==> config.mk <==
export PLATFORM = sky130hd
export DESIGN_NAME = mem_stage
export DESIGN_NICKNAME = d
export VERILOG_FILES = /design/src/rtl/mem_stage_pkg.sv /design/src/rtl/mem_stage_bus_if.sv /design/src/rtl/mem_stage.sv
export SDC_FILE = /design/constraint.sdc
export NUM_CORES = 1
export LEC_CHECK = 0
export CAP_MARGIN = 0
export CORE_AREA = 8 8 154 156
export CTS_CLUSTER_SIZE = 30
export DETAILED_ROUTE_END_ITERATION = 7
export DIE_AREA = 0 0 162 164
export HOLD_SLACK_MARGIN = 0.03
export PLACE_DENSITY = 0.8
export SLEW_MARGIN = 15
export SYNTH_ARGS = -nofsm -noshare
export SYNTH_HDL_FRONTEND = slang
export SYNTH_SLANG_ARGS = --single-unit
==> constraint.sdc <==
create_clock -name clk -period 7.9 [get_ports clk]
set_clock_uncertainty 0.2 [all_clocks]
set_input_delay 1.58 -clock clk [delete_from_list [all_inputs] [get_ports clk]]
set_output_delay 1.58 -clock clk [all_outputs]
set_load 0.005 [all_outputs]
==> src/rtl/mem_stage_pkg.sv <==
// Shared definitions for the memory-access stage: memory op encodings,
// bus FSM states, exception codes and the MEM/WB register layout.
package mem_stage_pkg;

    typedef enum logic [1:0] {
        MEM_OP_NOP = 2'h0,
        MEM_OP_LDW = 2'h1,
        MEM_OP_STW = 2'h2
    } mem_op_e;

    typedef enum logic [1:0] {
        BUS_IF_IDLE   = 2'h0,
        BUS_IF_REQ    = 2'h1,
        BUS_IF_ACCESS = 2'h2,
        BUS_IF_STALL  = 2'h3
    } bus_if_state_e;

    localparam logic [2:0] EXP_NO_EXP     = 3'h0;
    localparam logic [2:0] EXP_MISS_ALIGN = 3'h4;

    localparam logic [1:0] CTRL_OP_NOP = 2'h0;

    localparam logic [2:0] SPM_PREFIX_DEFAULT = 3'b011;

    typedef struct packed {
        logic [29:0] pc;
        logic        en;
        logic        br_flag;
        logic [1:0]  ctrl_op;
        logic [4:0]  dst_addr;
        logic        gpr_we_n;
        logic [2:0]  exp_code;
        logic [31:0] out;
    } mem_wb_t;

    // Pipeline bubble; also the reset value of the MEM/WB register.
    localparam mem_wb_t MEM_WB_BUBBLE = '{
        pc:       30'h0,
        en:       1'b0,
        br_flag:  1'b0,
        ctrl_op:  CTRL_OP_NOP,
        dst_addr: 5'h0,
        gpr_we_n: 1'b1,
        exp_code: EXP_NO_EXP,
        out:      32'h0
    };

    function automatic logic is_word_aligned(input logic [31:0] byte_addr);
        return byte_addr[1:0] == 2'b00;
    endfunction

endpackage

==> src/rtl/mem_stage_bus_if.sv <==
// System-bus master for word loads/stores: request/grant handshake,
// single-cycle address strobe, ready wait and a read buffer that keeps the
// loaded word while the pipeline is stalled.
module bus_if
    import mem_stage_pkg::*;
(
    input  logic        clk_i,
    input  logic        rst_n_i,
    input  logic        stall_i,
    input  logic        flush_i,
    input  logic        req_i,
    input  logic        rw_i,
    input  logic [29:0] addr_i,
    input  logic [31:0] wr_data_i,
    output logic        busy_o,
    output logic [31:0] rd_data_o,
    output logic        bus_req_n_o,
    input  logic        bus_grnt_n_i,
    output logic [29:0] bus_addr_o,
    output logic        bus_as_n_o,
    output logic        bus_rw_o,
    output logic [31:0] bus_wr_data_o,
    input  logic [31:0] bus_rd_data_i,
    input  logic        bus_rdy_n_i
);

    bus_if_state_e state_q, state_d;
    logic [31:0]   rd_buf_q, rd_buf_d;

    // State and read buffer registers.
    always_ff @(posedge clk_i or negedge rst_n_i) begin
        if (!rst_n_i) begin
            state_q  <= BUS_IF_IDLE;
            rd_buf_q <= '0;
        end else begin
            state_q  <= state_d;
            rd_buf_q <= rd_buf_d;
        end
    end

    // Next state and bus drive; everything is gated by reset so the bus is
    // released asynchronously, and by flush so a pending request is dropped.
    always_comb begin
        state_d       = state_q;
        rd_buf_d      = rd_buf_q;
        busy_o        = 1'b0;
        rd_data_o     = '0;
        bus_req_n_o   = 1'b1;
        bus_as_n_o    = 1'b1;
        bus_addr_o    = '0;
        bus_rw_o      = 1'b1;
        bus_wr_data_o = '0;
        if (flush_i) begin
            state_d = BUS_IF_IDLE;
        end else if (rst_n_i) begin
            case (state_q)
                BUS_IF_IDLE: begin
                    if (req_i) begin
                        bus_req_n_o = 1'b0;
                        busy_o      = 1'b1;
                        state_d     = BUS_IF_REQ;
                    end
                end
                BUS_IF_REQ: begin
                    bus_req_n_o = 1'b0;
                    busy_o      = 1'b1;
                    if (!bus_grnt_n_i) begin
                        bus_as_n_o    = 1'b0;
                        bus_addr_o    = addr_i;
                        bus_rw_o      = rw_i;
                        bus_wr_data_o = wr_data_i;
                        state_d       = BUS_IF_ACCESS;
                    end
                end
                BUS_IF_ACCESS: begin
                    bus_req_n_o = 1'b0;
                    busy_o      = 1'b1;
                    if (!bus_rdy_n_i) begin
                        busy_o    = 1'b0;
                        rd_data_o = bus_rd_data_i;
                        rd_buf_d  = bus_rd_data_i;
                        state_d   = stall_i ? BUS_IF_STALL : BUS_IF_IDLE;
                    end
                end
                BUS_IF_STALL: begin
                    rd_data_o = rd_buf_q;
                    if (!stall_i) begin
                        state_d = BUS_IF_IDLE;
                    end
                end
                default: begin
                    state_d = BUS_IF_IDLE;
                end
            endcase
        end
    end

endmodule

==> src/rtl/mem_stage.sv <==
// CPU memory-access stage: decodes the EX/MEM register into SPM or bus word
// accesses, flags misaligned accesses and holds the MEM/WB register.
module mem_stage
    import mem_stage_pkg::*;
#(
    parameter logic [2:0] SPM_PREFIX = SPM_PREFIX_DEFAULT
) (
    input  logic        clk,
    input  logic        reset,
    input  logic        stall,
    input  logic        flush,
    output logic        busy,
    input  logic [29:0] ex_pc,
    input  logic        ex_en,
    input  logic        ex_br_flag,
    input  logic [1:0]  ex_mem_op,
    input  logic [31:0] ex_mem_wr_data,
    input  logic [1:0]  ex_ctrl_op,
    input  logic [4:0]  ex_dst_addr,
    input  logic        ex_gpr_we_,
    input  logic [2:0]  ex_exp_code,
    input  logic [31:0] ex_out,
    output logic [29:0] spm_addr,
    output logic        spm_as_,
    output logic        spm_rw,
    output logic [31:0] spm_wr_data,
    input  logic [31:0] spm_rd_data,
    output logic        bus_req_,
    input  logic        bus_grnt_,
    output logic [29:0] bus_addr,
    output logic        bus_as_,
    output logic        bus_rw,
    output logic [31:0] bus_wr_data,
    input  logic [31:0] bus_rd_data,
    input  logic        bus_rdy_,
    output logic [31:0] fwd_data,
    output logic [29:0] mem_pc,
    output logic        mem_en,
    output logic        mem_br_flag,
    output logic [1:0]  mem_ctrl_op,
    output logic [4:0]  mem_dst_addr,
    output logic        mem_gpr_we_,
    output logic [2:0]  mem_exp_code,
    output logic [31:0] mem_out
);

    logic        is_load;
    logic        mem_op_active;
    logic        miss_align;
    logic        spm_acc;
    logic        bus_acc;
    logic [31:0] bus_rd_word;
    logic [31:0] stage_result;
    mem_wb_t     mem_wb_q, mem_wb_d;

    // Access decode; reset suppresses every strobe so outputs settle at once.
    always_comb begin
        is_load       = (ex_mem_op == MEM_OP_LDW);
        mem_op_active = reset && ex_en && (ex_exp_code == EXP_NO_EXP) &&
                        (is_load || (ex_mem_op == MEM_OP_STW));
        miss_align    = mem_op_active && !is_word_aligned(ex_out);
        spm_acc       = mem_op_active && !miss_align && (ex_out[31:29] == SPM_PREFIX);
        bus_acc       = mem_op_active && !miss_align && (ex_out[31:29] != SPM_PREFIX);
    end

    // SPM drive: the SPM is clocked on the inverted edge, so read data is
    // usable in the same cycle.
    always_comb begin
        spm_as_     = !spm_acc;
        spm_addr    = ex_out[31:2];
        spm_rw      = is_load;
        spm_wr_data = ex_mem_wr_data;
    end

    bus_if u_bus_if (
        .clk_i         (clk),
        .rst_n_i       (reset),
        .stall_i       (stall),
        .flush_i       (flush),
        .req_i         (bus_acc),
        .rw_i          (is_load),
        .addr_i        (ex_out[31:2]),
        .wr_data_i     (ex_mem_wr_data),
        .busy_o        (busy),
        .rd_data_o     (bus_rd_word),
        .bus_req_n_o   (bus_req_),
        .bus_grnt_n_i  (bus_grnt_),
        .bus_addr_o    (bus_addr),
        .bus_as_n_o    (bus_as_),
        .bus_rw_o      (bus_rw),
        .bus_wr_data_o (bus_wr_data),
        .bus_rd_data_i (bus_rd_data),
        .bus_rdy_n_i   (bus_rdy_)
    );

    // Stage result: loaded word for a performed load, otherwise the ALU value
    // (a misaligned load performs no access and passes ex_out through).
    always_comb begin
        stage_result = ex_out;
        if (is_load && spm_acc) begin
            stage_result = spm_rd_data;
        end else if (is_load && bus_acc) begin
            stage_result = bus_rd_word;
        end
        fwd_data = stage_result;
    end

    // MEM/WB next value: stall holds (even over flush), flush loads a bubble.
    always_comb begin
        mem_wb_d = mem_wb_q;
        if (!stall) begin
            if (flush) begin
                mem_wb_d = MEM_WB_BUBBLE;
            end else begin
                mem_wb_d.pc       = ex_pc;
                mem_wb_d.en       = ex_en;
                mem_wb_d.br_flag  = ex_br_flag;
                mem_wb_d.ctrl_op  = ex_ctrl_op;
                mem_wb_d.dst_addr = ex_dst_addr;
                mem_wb_d.gpr_we_n = ex_gpr_we_;
                mem_wb_d.exp_code = miss_align ? EXP_MISS_ALIGN : ex_exp_code;
                mem_wb_d.out      = stage_result;
            end
        end
    end

    // MEM/WB register.
    always_ff @(posedge clk or negedge reset) begin
        if (!reset) begin
            mem_wb_q <= MEM_WB_BUBBLE;
        end else begin
            mem_wb_q <= mem_wb_d;
        end
    end

    assign mem_pc       = mem_wb_q.pc;
    assign mem_en       = mem_wb_q.en;
    assign mem_br_flag  = mem_wb_q.br_flag;
    assign mem_ctrl_op  = mem_wb_q.ctrl_op;
    assign mem_dst_addr = mem_wb_q.dst_addr;
    assign mem_gpr_we_  = mem_wb_q.gpr_we_n;
    assign mem_exp_code = mem_wb_q.exp_code;
    assign mem_out      = mem_wb_q.out;

endmodule

==> impl_table.tex <==
\begin{tabular}{lr}
\hline
Metric & Value \\
\hline
\multicolumn{2}{l}{\textbf{Routing}} \\
Drt drc & 0 \\
Remaining antenna violation count after routing & 0 \\
Length of the first detailed-routing pass in iterations & 5 \\
Detailed-route wire length & between 20000 and 30000 µm \\
Vias per Instance & roughly 5 \\
Routed WL per cell & 22.01 µm \\
Via count & roughly 6.3k \\
Violation count after the first detailed-routing iteration & between 300 and 400 \\
\multicolumn{2}{l}{\textbf{Run status}} \\
Run status & finished clean \\
\multicolumn{2}{l}{\textbf{Timing}} \\
Final Setup Violations & 0 \\
Transition at the pin with the smallest max-transition slack & 1.045 ns \\
Post-layout minimum cycle time & 6.420 ns \\
Worst slew slack as a fraction of its limit & approximately 30\% \\
Final hold viol count & 0 \\
Maximum clock frequency & roughly 160 MHz \\
Unrepaired setup endpoints after global routing & no \\
Number of max-slew violations in the final report & 0 \\
Final-layout setup total negative slack & 0 ns \\
Final worst-path cycle share & between 80\% and 90\% \\
\multicolumn{2}{l}{\textbf{Worst setup path}} \\
Type of destination of the critical path & output pin \\
Launching element type of the critical path & input port \\
Max Fanout on Critical Path & 29 \\
Worst path required time & about 6.1 ns \\
Critical path data arrival time & around 4.6 ns \\
Worst R2R Start & u\_bus\_if.state\_q[0] \\
Critical Path Source & ex\_mem\_op[1] \\
Setup slack of the worst register-to-register path & roughly 5.0 ns \\
Type of the worst setup path & in2out \\
\multicolumn{2}{l}{\textbf{Die}} \\
Die ar. & roughly 27000 µm² \\
Count of boundary I/O pins & 416 \\
Die Width & $\sim$160 µm \\
Height of the chip & between 150 and 200 µm \\
Initial standard-cell utilization of the core & between 30 and 40\% \\
Core ar. & between 20000 and 25000 µm² \\
Floorplan row count & 54 \\
\multicolumn{2}{l}{\textbf{Logic synthesis}} \\
Syn nets & 820 \\
Synth Area per Inst & roughly 10 µm² \\
Leading post-synthesis cells by cell area & sky130\_fd\_sc\_hd\_\_dfrtp\_1 41\%, sky130\_fd\_sc\_hd\_\_buf\_4 7.2\%, sky130\_fd\_sc\_hd\_\_and2\_1 6.0\%, sky130\_fd\_sc\_hd\_\_mux2\_2 5.8\%, sky130\_fd\_sc\_hd\_\_a22o\_1 5.5\% \\
Top flip-flop cell by instance count after synthesis & sky130\_fd\_sc\_hd\_\_dfrtp\_1 \\
Synthesized netlist cell count & 640 \\
Number of synthesis warnings & 0 \\
Count of state elements after synthesis & 109 \\
Portion of synthesized cell area occupied by the leading cell type & between 40\% and 50\% \\
Largest area contributor in the synthesized netlist & sky130\_fd\_sc\_hd\_\_dfrtp\_1 \\
Number of synthesized flops with an enable pin & 0 \\
Number of unique standard cell types used by synthesis & 50 \\
Sequential-to-total area share from yosys stat & 41.57\% \\
Total standard cell area after synthesis & 6564 µm² \\
Asr flop ratio synth & 100.0\% \\
\multicolumn{2}{l}{\textbf{Placed design}} \\
Total half-perimeter wirelength after legalization and detailed placement & 21300 µm \\
RePlAce Congestion & between 0.8 and 0.9 \\
Number of buffer cells added on primary ports & a little over 400 \\
\multicolumn{2}{l}{\textbf{Power}} \\
Part of the power in registers & between 40\% and 50\% \\
Portion of total power attributed to combinational logic & a little under a quarter \\
Sum of internal, switching and leakage power & around 1.4 mW \\
Power Internal & roughly 1.0 mW \\
Peak supply drop & 0.08367 mV \\
Fraction of power consumed by the clock network & 33.4\% \\
Sw Share & between 20\% and 30\% \\
Power spent charging and discharging nets & between 300 and 400 µW \\
Leakage power & between 4 and 5 nW \\
Cell Pwr Density & 130.4 nW/µm² \\
\multicolumn{2}{l}{\textbf{GRT}} \\
Vias in the first global route & about 6.7k \\
Met3 demand-to-capacity share in global routing & 5.464\% \\
Total overflow reported by the global router & 0 \\
Global Route met2 Usage & between 30 and 40\% \\
Met1 track demand over resource & approximately 22\% \\
GRT Resource Usage Total & slightly below 20\% \\
Largest net degree at the start of global routing & just under 70 \\
Global route hottest layer & met2 \\
First-pass GRT wire length & 40440 µm \\
Initial antenna violation count & 0 \\
\multicolumn{2}{l}{\textbf{Clock network}} \\
CTS H-Tree Depth & 3 \\
Clk sinks & about 110 \\
Clock transition at the register clock pins on the worst setup and hold paths after CTS & $\sim$0.070 ns \\
Clock latency reported for the late side of the worst-skew pair & 0.35 ns \\
Post-CTS Hold Buffers & 0 \\
Clock tree from TritonCTS & yes \\
Total setup buffers inserted after CTS & 0 \\
CTS root buffer & sky130\_fd\_sc\_hd\_\_clkbuf\_16 \\
TritonCTS Buffers & 9 \\
Clock tree buffer depth & 2 \\
Number of resized instances in the post-cts repair step & 0 \\
\multicolumn{2}{l}{\textbf{Run}} \\
Number of max-capacitance violations reported & 0 \\
\multicolumn{2}{l}{\textbf{Hold path}} \\
Hold wc startpoint & mem\_exp\_code[2] \\
Type of the tightest min-delay check & reg2reg \\
\multicolumn{2}{l}{\textbf{Finish}} \\
Area growth, synth to finish & 63.38\% \\
Total number of nets in the final design & $\sim$1.1k \\
Leading cell types in the layout, fill and taps excluded & 413 x sky130\_fd\_sc\_hd\_\_clkdlybuf4s50\_1, 108 x sky130\_fd\_sc\_hd\_\_dfrtp\_1, 63 x sky130\_fd\_sc\_hd\_\_and2\_1 \\
Fraction of layout instances using a drive strength above 1 & 10.25\% \\
Fraction of the core area covered by cells at the end of the flow & between 50\% and 60\% \\
Number of antenna repair diodes & 0 \\
Most common cell after layout, fill and taps aside & sky130\_fd\_sc\_hd\_\_clkdlybuf4s50\_1 \\
\hline
\end{tabular}
-- Yosys cell counts, types with 20 or more instances --
library cell and number:
sky130_fd_sc_hd__dfrtp_1 108, sky130_fd_sc_hd__mux2_2 34, sky130_fd_sc_hd__o31ai_2 20, sky130_fd_sc_hd__a32o_1 26, sky130_fd_sc_hd__a22o_1 41, sky130_fd_sc_hd__and2_1 63, sky130_fd_sc_hd__buf_4 63, sky130_fd_sc_hd__nand2_1 41
sky130_fd_sc_hd__nor2_1 39, sky130_fd_sc_hd__mux2i_1 24, sky130_fd_sc_hd__clkbuf_1 35, sky130_fd_sc_hd__nor3_1 29
-- state kept, by name, summed over array words and instances, names as in the netlist --
name,flops
mem_ctrl_op,2
mem_br_flag,1
mem_gpr_we_,1
mem_dst_addr,5
mem_out,32
u_bus_if.rd_buf_q,32
mem_exp_code,3
mem_pc,30
u_bus_if.state_q,2
mem_en,1
-- power by group through the flow --
stage	clock network, mW	registers (mW)	logic (mW)
after global routing	0.497	0.611	0.347
after global placement	0	0.616	0.325
final	0.467	0.607	0.324
after detailed placement	0	0.617	0.328
after CTS	0.480	0.607	0.330
after floorplan	0	0.618	0.0966
-- critical path, cell delays in order --
cell                              delay [ns]
sky130_fd_sc_hd__clkdlybuf4s50_1        0.46
sky130_fd_sc_hd__inv_1                  0.04
sky130_fd_sc_hd__ha_1                   0.32
sky130_fd_sc_hd__nor4b_4                0.35
sky130_fd_sc_hd__and3_2                 0.88
sky130_fd_sc_hd__buf_4                  0.33
sky130_fd_sc_hd__o211a_1                0.16
sky130_fd_sc_hd__a21oi_1                0.04
sky130_fd_sc_hd__clkdlybuf4s50_1        0.46
-- cells by family after synthesis --
group	Yosys count	share of synthesized area (%)
AND/OR/NAND/NOR	223	18.89
AO/OA/AOI/OAI	126	18.15
buffers and inverters	123	11.70
flip-flops	109	41.57
multiplexers	58	9.493
adder cells (fa/ha/maj)	1	0.1906
-- per-stage QoR --
step           setup WS [ns]  area [µm²]  cells  hold WS (ns)
2_1_floorplan          3.088        6564    640        0.2654
3_3_place_gp           1.536       10420   1230        0.2563
3_5_place_dp           1.502       10420   1230        0.2578
4_1_cts                1.490       10720   1246        0.2757
5_1_grt                1.333       10720   1246        0.3129
6_report               1.480       10720   1246        0.2762
-- area by class of cell --
type	count	area, µm²
Timing Repair Buffer	425	4222
Inverter	8	30.03
Fill cell	1989	10630
Multi-Input combinational cell	408	3092
Sequential cell	109	2729
Tap cell	280	350.3
Clock buffer	10	239.0
Clock inverter	6	62.56
-- layer usage --
| layer | part of all wire [%] | vias up | wire (µm) |
|---|---|---|---|
| li1 | - | 2869 | - |
| met1 | 39 | 3100 | 10750 |
| met2 | 52 | 268 | 14160 |
| met3 | 7.7 | 24 | 2099 |
| met4 | 1.5 | 0 | 415 |
| met5 | 0 | - | 0 |
-- worst paths after layout --
kind,end,depth (start not counted)
worst max-delay path,fwd_data[6],9
worst min-delay path,mem_exp_code[2],2
worst max register to register,u_bus_if.rd_buf_q[18],3
worst min register to register,mem_exp_code[2],2
max in group asynchronous,mem_out[11],2
min in group asynchronous,mem_br_flag,1
Note: power is estimated with default switching activity, not from simulation.
